File: src/rtl/hazard3_bus_arbiter.sv
`default_nettype none
// ============================================================================
// Module   : hazard3_bus_arbiter
// Purpose  : Shares one pipelined (AHB-Lite-style) bus master port between the
//            instruction-fetch requester (i_*) and the load/store requester
//            (d_*). Sequences address and data phases, tracks the data-phase
//            owner, routes responses back, and bounds fetch starvation.
// Revision : 1.0 - initial release
// ----------------------------------------------------------------------------
// Ports
//   clk, rst              clock, synchronous active-high reset
//   i_addr/i_size         fetch request (i_size: 1 = 32-bit, 0 = 16-bit)
//   i_addr_vld/i_addr_rdy fetch address handshake
//   i_data_vld/err/rdata  fetch response
//   d_addr/d_size/d_write load/store request (d_size: 0 = B, 1 = H, 2 = W)
//   d_addr_vld/d_addr_rdy load/store address handshake
//   d_wdata               store data, held by the LSU through its data phase
//   d_data_vld/err/rdata  load/store response
//   bus_*                 single external bus master port
// ============================================================================
module hazard3_bus_arbiter #(
   parameter int W_ADDR       = 32,
   parameter int W_DATA       = 32,
   parameter int STARVE_LIMIT = 4
) (
   input  logic              clk,
   input  logic              rst,

   input  logic [W_ADDR-1:0] i_addr,
   input  logic              i_size,
   input  logic              i_addr_vld,
   output logic              i_addr_rdy,
   output logic              i_data_vld,
   output logic              i_data_err,
   output logic [W_DATA-1:0] i_rdata,

   input  logic [W_ADDR-1:0] d_addr,
   input  logic [1:0]        d_size,
   input  logic              d_write,
   input  logic              d_addr_vld,
   output logic              d_addr_rdy,
   input  logic [W_DATA-1:0] d_wdata,
   output logic              d_data_vld,
   output logic              d_data_err,
   output logic [W_DATA-1:0] d_rdata,

   output logic [W_ADDR-1:0] bus_addr,
   output logic [1:0]        bus_size,
   output logic              bus_write,
   output logic              bus_addr_vld,
   input  logic              bus_ready,
   input  logic              bus_err,
   input  logic [W_DATA-1:0] bus_rdata,
   output logic [W_DATA-1:0] bus_wdata
);

   localparam int CTR_W = $clog2(STARVE_LIMIT + 1);
   localparam logic [CTR_W-1:0] STARVE_MAX = CTR_W'(STARVE_LIMIT);

   typedef enum logic [1:0] {
      OWN_NONE = 2'd0,
      OWN_I    = 2'd1,
      OWN_D    = 2'd2
   } owner_t;

   owner_t            owner;
   owner_t            aph_owner;
   owner_t            dph_owner;
   logic              aph_lock;
   logic              dph_write;
   logic [CTR_W-1:0]  starve_ctr;
   logic              data_done;

   // Address-phase owner. Deliberately independent of bus_ready so the
   // address phase never combinationally depends on the slave's hready.
   // Reset forces NONE so nothing is presented while rst is high.
   always_comb begin
      owner = OWN_NONE;
      if (rst) begin
         owner = OWN_NONE;
      end else if (aph_lock) begin
         owner = aph_owner;
      end else if (i_addr_vld && d_addr_vld) begin
         owner = (starve_ctr == STARVE_MAX) ? OWN_I : OWN_D;
      end else if (i_addr_vld) begin
         owner = OWN_I;
      end else if (d_addr_vld) begin
         owner = OWN_D;
      end
   end

   // Address-phase mux. Requesters hold their request stable until accepted,
   // so muxing from the (locked) owner keeps the bus outputs stable too.
   always_comb begin
      bus_addr  = '0;
      bus_size  = 2'd0;
      bus_write = 1'b0;
      case (owner)
         OWN_I: begin
            bus_addr  = i_addr;
            bus_size  = {1'b0, i_size} + 2'd1;
            bus_write = 1'b0;
         end
         OWN_D: begin
            bus_addr  = d_addr;
            bus_size  = d_size;
            bus_write = d_write;
         end
         default: begin
            bus_addr  = '0;
            bus_size  = 2'd0;
            bus_write = 1'b0;
         end
      endcase
   end

   assign bus_addr_vld = (owner != OWN_NONE);
   assign i_addr_rdy   = (owner == OWN_I) && bus_ready;
   assign d_addr_rdy   = (owner == OWN_D) && bus_ready;

   // A data phase in flight at reset is abandoned: no response is reported.
   assign data_done  = bus_ready && !rst;
   assign i_data_vld = data_done && (dph_owner == OWN_I);
   assign d_data_vld = data_done && (dph_owner == OWN_D);
   assign i_data_err = i_data_vld && bus_err;
   assign d_data_err = d_data_vld && bus_err;
   assign i_rdata    = i_data_vld ? bus_rdata : '0;
   assign d_rdata    = d_data_vld ? bus_rdata : '0;

   assign bus_wdata  = ((dph_owner == OWN_D) && dph_write) ? d_wdata : '0;

   always_ff @(posedge clk) begin
      if (rst) begin
         aph_lock   <= 1'b0;
         aph_owner  <= OWN_NONE;
         dph_owner  <= OWN_NONE;
         dph_write  <= 1'b0;
         starve_ctr <= '0;
      end else begin
         // A presented but unaccepted address phase pins the owner.
         aph_lock  <= bus_addr_vld && !bus_ready;
         aph_owner <= owner;

         if (bus_ready) begin
            dph_owner <= owner;
            dph_write <= (owner == OWN_D) && d_write;
         end

         // Clearing wins over the lock hold so a forced fetch grant that
         // stalls still returns the counter to zero once it is accepted.
         // Increments only on a fresh (unlocked) data-side win.
         if (!i_addr_vld || i_addr_rdy) begin
            starve_ctr <= '0;
         end else if (!aph_lock && (owner == OWN_D) && (starve_ctr != STARVE_MAX)) begin
            starve_ctr <= starve_ctr + 1'b1;
         end
      end
   end

endmodule
`default_nettype wire

File: config.mk
export PLATFORM = sky130hd
export DESIGN_NAME = hazard3_bus_arbiter
export DESIGN_NICKNAME = d
export VERILOG_FILES = /design/src/rtl/hazard3_bus_arbiter.sv
export SDC_FILE = /design/constraint.sdc
export NUM_CORES = 1
export LEC_CHECK = 0
export CAP_MARGIN = 20
export CORE_AREA = 2 2 107 109
export CTS_CLUSTER_DIAMETER = 60
export DETAILED_ROUTE_END_ITERATION = 16
export DIE_AREA = 0 0 109 111
export DONT_BUFFER_PORTS = 1
export PLACE_DENSITY = 0.35
export SYNTH_ARGS = -nofsm -noshare
export SYNTH_HDL_FRONTEND = slang
export SYNTH_SLANG_ARGS = --single-unit
export TNS_END_PERCENT = 100
File: constraint.sdc
create_clock -name clk -period 6.9 [get_ports clk]
set_clock_uncertainty 0.05 [all_clocks]
set_input_delay 1.035 -clock clk [delete_from_list [all_inputs] [get_ports clk]]
set_output_delay 1.035 -clock clk [all_outputs]
set_load 0.1 [all_outputs]
==> impl_metrics.toml, run 1 <==
[setup_path]
crit_end = "bus_addr[3]"
path_class = "input pin to output port"
cp.required_ps = 5810
r2r_slack_ps = 3850
startpoint = "d_addr_vld"
cp_data_arrival_time_ps = 3610
r2r-start = "starve_ctr[0]"
rr_endpoint = "dph_write"
critPathMaxFanout = 34
reg2reg_depth = 10
end_kind = "output port"
start_kind = "input pin"

[synth]
syn_area_per_cell_um2 = 6.87
synth_xor_area_share_pct = 0
synth_top_area_share_pct = 37.4
synth_seq_cells = 9
netlist_area_um2 = 1690
synth-simple-area-share_pct = 58.2
synth_top_area_cell = "and2_1"
syn_inst = 246
synth_cell_types = 30
synth_top_family_by_area = "simple AND/OR/NAND/NOR gates"
ys_warn_count = 0
synth_fp_nets = 389
synth_compound_area_share_pct = 19.2
yosys-top-cells-area = "and2_1 (37%), a22oi_1 (15%), nor2b_1 (13%), dfxtp_1 (11%), ha_1 (3.7%)"
synth-seq-area-share_pct = 10.7
yosys-mux-area-fraction_pct = 0.592
synth-adder-area-share_pct = 3.70

[cts]
post_cts_buffers = 0
clk-insertion-delay-late_ps = 230
cts_buffer_depth = 2
ctsHtreeMaxLevel = 1
cts_buffers = 3
cts_tree = "done"
clk_pin_slew_ps = 40
clock-sinks = 9
cts-root-buf = "clkbuf_16"
cts_resized = 0
ctsHoldBuffers = 0

[global_routing]
grt_pass1_wl_mm = 8.51
grt_util_all_layers_pct = 9.01
grt_pass1_vias = 1517
grt_max_degree = 36
antenna_found_initial = 0
grt_overflow_total = 0

[detailed_routing]
post-route-drc-count = 0
viasPerCell = 4.49
drtAntennaViolNets = 0
drt_iter0_markers = 56
post_drt_wl_per_cell_um = 16.8
drt-total-wl_mm = 6.25
drt_pre_antenna_iters = 4
vias = 1675

[floorplan]
core_area_um2 = 11100
start_util_pct = 15.3
dieWidth_um = 109
fp.dieH_um = 111
ios = 276
rows = 39
die_area_um2 = 12100

[timing]
finalWorstPathRequiredPeriod_ps = 4700
min_period_over_period_pct = 68.1
max_slew_margin_pct = 22.3
fin_hold_ws_ps = 444
rsz0062_at_grt = "no"
setup_tns_ps = 0
worstMarginPinSlew_ps = 1160
slew_viol_final = 0
setup_viol = 0
timing_hold_violations_final = 0
max_freq_ghz = 0.213

[power_and_ir_drop]
vdd_ir_drop_max_mv = 0.132
leakage_nw = 0.670
p_per_area_nw_per_um2 = 170
total_power_mw = 0.338

[placed_design]
dp_hpwl_mm = 5.22
gp_congestion = 0.811
portBuffers = 0
place_area_um2 = 1880

[final_layout]
syn_to_final_growth_pct = 17.4
n_fill_cell = 1246
fin_area_um2 = 1980
drive_above_1_share_pct = 19.1
num_antenna_cells = 0
nets = 374

[min_path]
hold_class = "flop to flop"

[outcome]
status = "complete, no violations"

[flow_run]
drv_cap = 0
==> critical path, stage by stage <==
cell	delay, ps
nor2b_1	120
a221o_1	390
or2_1	250
ha_1	790
nor2b_2	1000
==> stage by stage <==
step	instances	setup WS [ps]	util [%]
2_1_floorplan	246	1500	-
3_3_place_gp	367	2010	16.7
3_5_place_dp	368	2090	16.9
4_1_cts	372	2070	17.7
5_1_grt	373	1990	17.9
6_report	373	2200	17.9
==> cell families after synthesis <==
family                     count (synthesis)
adders and majority gates                  5
buffers and inverters                     28
AOI/OAI and AO/OA                         44
DFF                                        9
and+or+nand+nor                          159
muxes                                      1
==> worst min path at each step <==
stage               startpoint   endpoint  slack (ps)  cells after the start
global route         dph_write  dph_write         470                      2
detailed placement   dph_write  dph_write         440                      2
finish               dph_write  dph_write         440                      2
global placement     dph_write  dph_write         430                      2
CTS                  dph_write  dph_write         450                      2
floorplan            dph_write  dph_write         400                      2
==> state kept, by name, indices dropped and copies added, names as in the netlist <==
name / flops
aph_lock: 1
aph_owner: 2
dph_owner: 2
dph_write: 1
starve_ctr: 3
==> cell type report <==
class                           count  area (um^2)  share of cell area (%)
Multi-Input combinational cell    209         1470                    74.0
Clock inverter                      1         5.00                   0.252
Timing Repair Buffer                2         55.1                    2.77
Tap cell                          143          179                    9.02
Clock buffer                        3         75.1                    3.78
Inverter                            6         22.5                    1.13
Sequential cell                     9          180                    9.08
==> Yosys cell counts <==
cell type and number:
a211oi_1 1, a211oi_2 1, a21boi_0 1, a21oi_1 3, a221o_1 1, a22oi_1 34, and2_1 101, and3b_1 1
and4bb_2 2, buf_2 9, buf_4 2, clkbuf_1 7, clkbuf_2 4, dfxtp_1 9, ha_1 5, inv_1 6
mux2i_1 1, nand2_1 3, nand2b_1 2, nand3_1 1, nand3b_1 1, nor2_1 8, nor2b_1 34, nor3_1 1
o21ai_0 2, o31ai_1 1, or2_1 1, or2_2 1, or3_1 2, or3b_1 1
==> metal layers <==
metal	share of wire, %	GRT usage [%]	wire, um
met1	44	13.0	2770
met2	48	14.1	3010
met3	6.0	1.12	375
met4	1.5	2.22	92
met5	0	0	0
==> power by group <==
| part | total, mW | internal, mW | switching, mW |
|---|---|---|---|
| Clock | 0.101 | 0.0763 | 0.0247 |
| Combinational | 0.181 | 0.0316 | 0.149 |
| Sequential | 0.0559 | 0.0544 | 0.00150 |
==> placed cells by master, fill, tap and decap left out, types with 3 or more instances in the layout <==
cell type,instances
a21oi_1,3
nor2b_2,33
and2_1,101
a22oi_1,34
inv_1,6
nand2_1,3
clkbuf_16,3
dfxtp_1,9
nor2_1,8
ha_1,5
(Power assumes the default switching activity.)
==> run 2: changes to the inputs <==
PLACE_DENSITY = 0.36   (was 0.35)
clock period = 3.8 ns   (was 6.9 ns; I/O delays follow)
==> run 2 against run 1 <==
- final cell count rose by 28%
- sequential share of layout area fell by 3.0 points
- flip-flop and latch count did not move
- power rose by 100%
- largest power group unchanged
- count of clock-buffer cells in the layout did not move
- critical endpoint is now bus_write
- register-to-register slack got worse by 2900 ps
- first-iteration DRC count fell by 13%
- critical path type is now flop to output port
==> impl_metrics.toml, run 2 (synthesis gave the netlist of run 1 again) <==
[timing]
finalWorstPathRequiredPeriod_ps = 3350
worstMarginPinSlew_ps = 1050
slew_viol_final = 0
setup_viol = 0
setup_tns_ps = 0
timing_hold_violations_final = 0
min_period_over_period_pct = 88.0
max_freq_ghz = 0.299
setup_ws_ps = 455
rsz0062_at_grt = "no"
max_slew_margin_pct = 30.2

[cts]
ctsHoldBuffers = 0
cts_resized = 0
cts_buffer_depth = 2
cts_tree = "done"
clk-insertion-delay-late_ps = 240
clock-sinks = 9
cts-root-buf = "clkbuf_16"
post_cts_buffers = 0
clk_pin_slew_ps = 40
cts_buffers = 3
ctsHtreeMaxLevel = 1

[detailed_routing]
drt-total-wl_mm = 6.83
viasPerCell = 4.22
drt_iter0_markers = 49
drt_pre_antenna_iters = 4
post_drt_wl_per_cell_um = 14.3
drtAntennaViolNets = 0
route.met3.wl_um = 703
topRoutingLayerUsed = "met4"
post-route-drc-count = 0
met1_length_mm = 2.81
wl_met2_mm = 3.32
vias = 2017

[final_layout]
finalNonFillerCells = 478
syn_to_final_growth_pct = 75.7
layout_commonest_cell = "and2_1"
largest_reg_flops = 3
drive_above_1_share_pct = 44.5
layout_common_cells = "and2_1 (101), buf_4 (88), a22oi_1 (34)"
fin_area_um2 = 2970
largest-register = "starve_ctr"
fin_util_pct = 26.8
nets = 479
num_antenna_cells = 0
reg_top3 = "starve_ctr (3), aph_owner (2), dph_owner (2)"

[global_routing]
grt_overflow_total = 0
antenna_found_initial = 0
grt_util_all_layers_pct = 10.1
grt_pass1_wl_mm = 9.84
grt_pass1_vias = 1967
grt_max_degree = 38

[min_path]
hold_class = "input pin to flop"
min_from = "rst"

[floorplan]
dieWidth_um = 109
die_area_um2 = 12100
ios = 276
start_util_pct = 15.3
fp.dieH_um = 111
core_area_um2 = 11100
rows = 39

[power_and_ir_drop]
vdd_ir_drop_max_mv = 0.171
p_per_area_nw_per_um2 = 228
leakage_nw = 1.28

[placed_design]
place_area_um2 = 2890
gp_congestion = 0.788
portBuffers = 0
dp_slack_ps = 688
dp.cells = 474
dp_hpwl_mm = 5.95

[setup_path]
start_kind = "flop"
cp.required_ps = 3180
crit_end = "bus_write"
cp_data_arrival_time_ps = 2730
end_kind = "output port"
path_class = "flop to output port"
startpoint = "starve_ctr[0]"
r2r-start = "starve_ctr[0]"
rr_endpoint = "dph_write"
reg2reg_depth = 10
critPathMaxFanout = 37
r2r_slack_ps = 910

[outcome]
status = "complete, no violations"

[flow_run]
drv_cap = 0
-- run 2: cell types whose count changed in the layout (fill, tap and decap cells not counted), sizes merged --
cell,delta
buf,+105
-- run 2: where the power goes --
group          total, mW  switching, mW  internal [mW]  leakage [nW]
Combinational      0.388          0.282          0.106          1.17
Clock              0.187         0.0478          0.139        0.0409
Sequential         0.101        0.00252         0.0988        0.0736
-- run 2: routing by layer --
metal	up-vias	GRT usage [%]
met5	-	0
met4	0	0.769
met3	2	3.70
met2	124	16.9
met1	904	12.8
li1	987	-
-- run 2: critical path: stages (launching register included) --
cell and delay, ps:
dfxtp_1 350, inv_1 50, ha_1 230, nand2_1 90, a221o_1 220, or2_1 150
ha_1 150, buf_4 350, and2_1 890
-- run 2: per-stage QoR --
| stage | hold slack [ps] | power (mW) |
|---|---|---|
| after floorplan | 402 | 0.412 |
| after detailed placement | 440 | 0.494 |
| after global placement | 437 | 0.492 |
| after global routing | 340 | 0.701 |
| final | 350 | 0.676 |
| after CTS | 346 | 0.682 |
-- run 2: how the worst min path moves through the flow --
stage,endpoint,slack (ps),cells after the start
floorplan,dph_write,400,2
global placement,dph_owner[1],440,2
detailed placement,dph_write,440,2
CTS,dph_owner[0],350,1
global route,dph_owner[0],340,1
finish,dph_owner[0],350,1
-- run 2: area by class of cell --
class	instances	area [um^2]
multi-input cells	209	1470
inverters	6	22.5
fillers	1209	8110
flip-flops and latches	9	180
repair buffers	107	1040
well taps	143	179
clock buffers	3	75.1
clock inverters	1	5.00
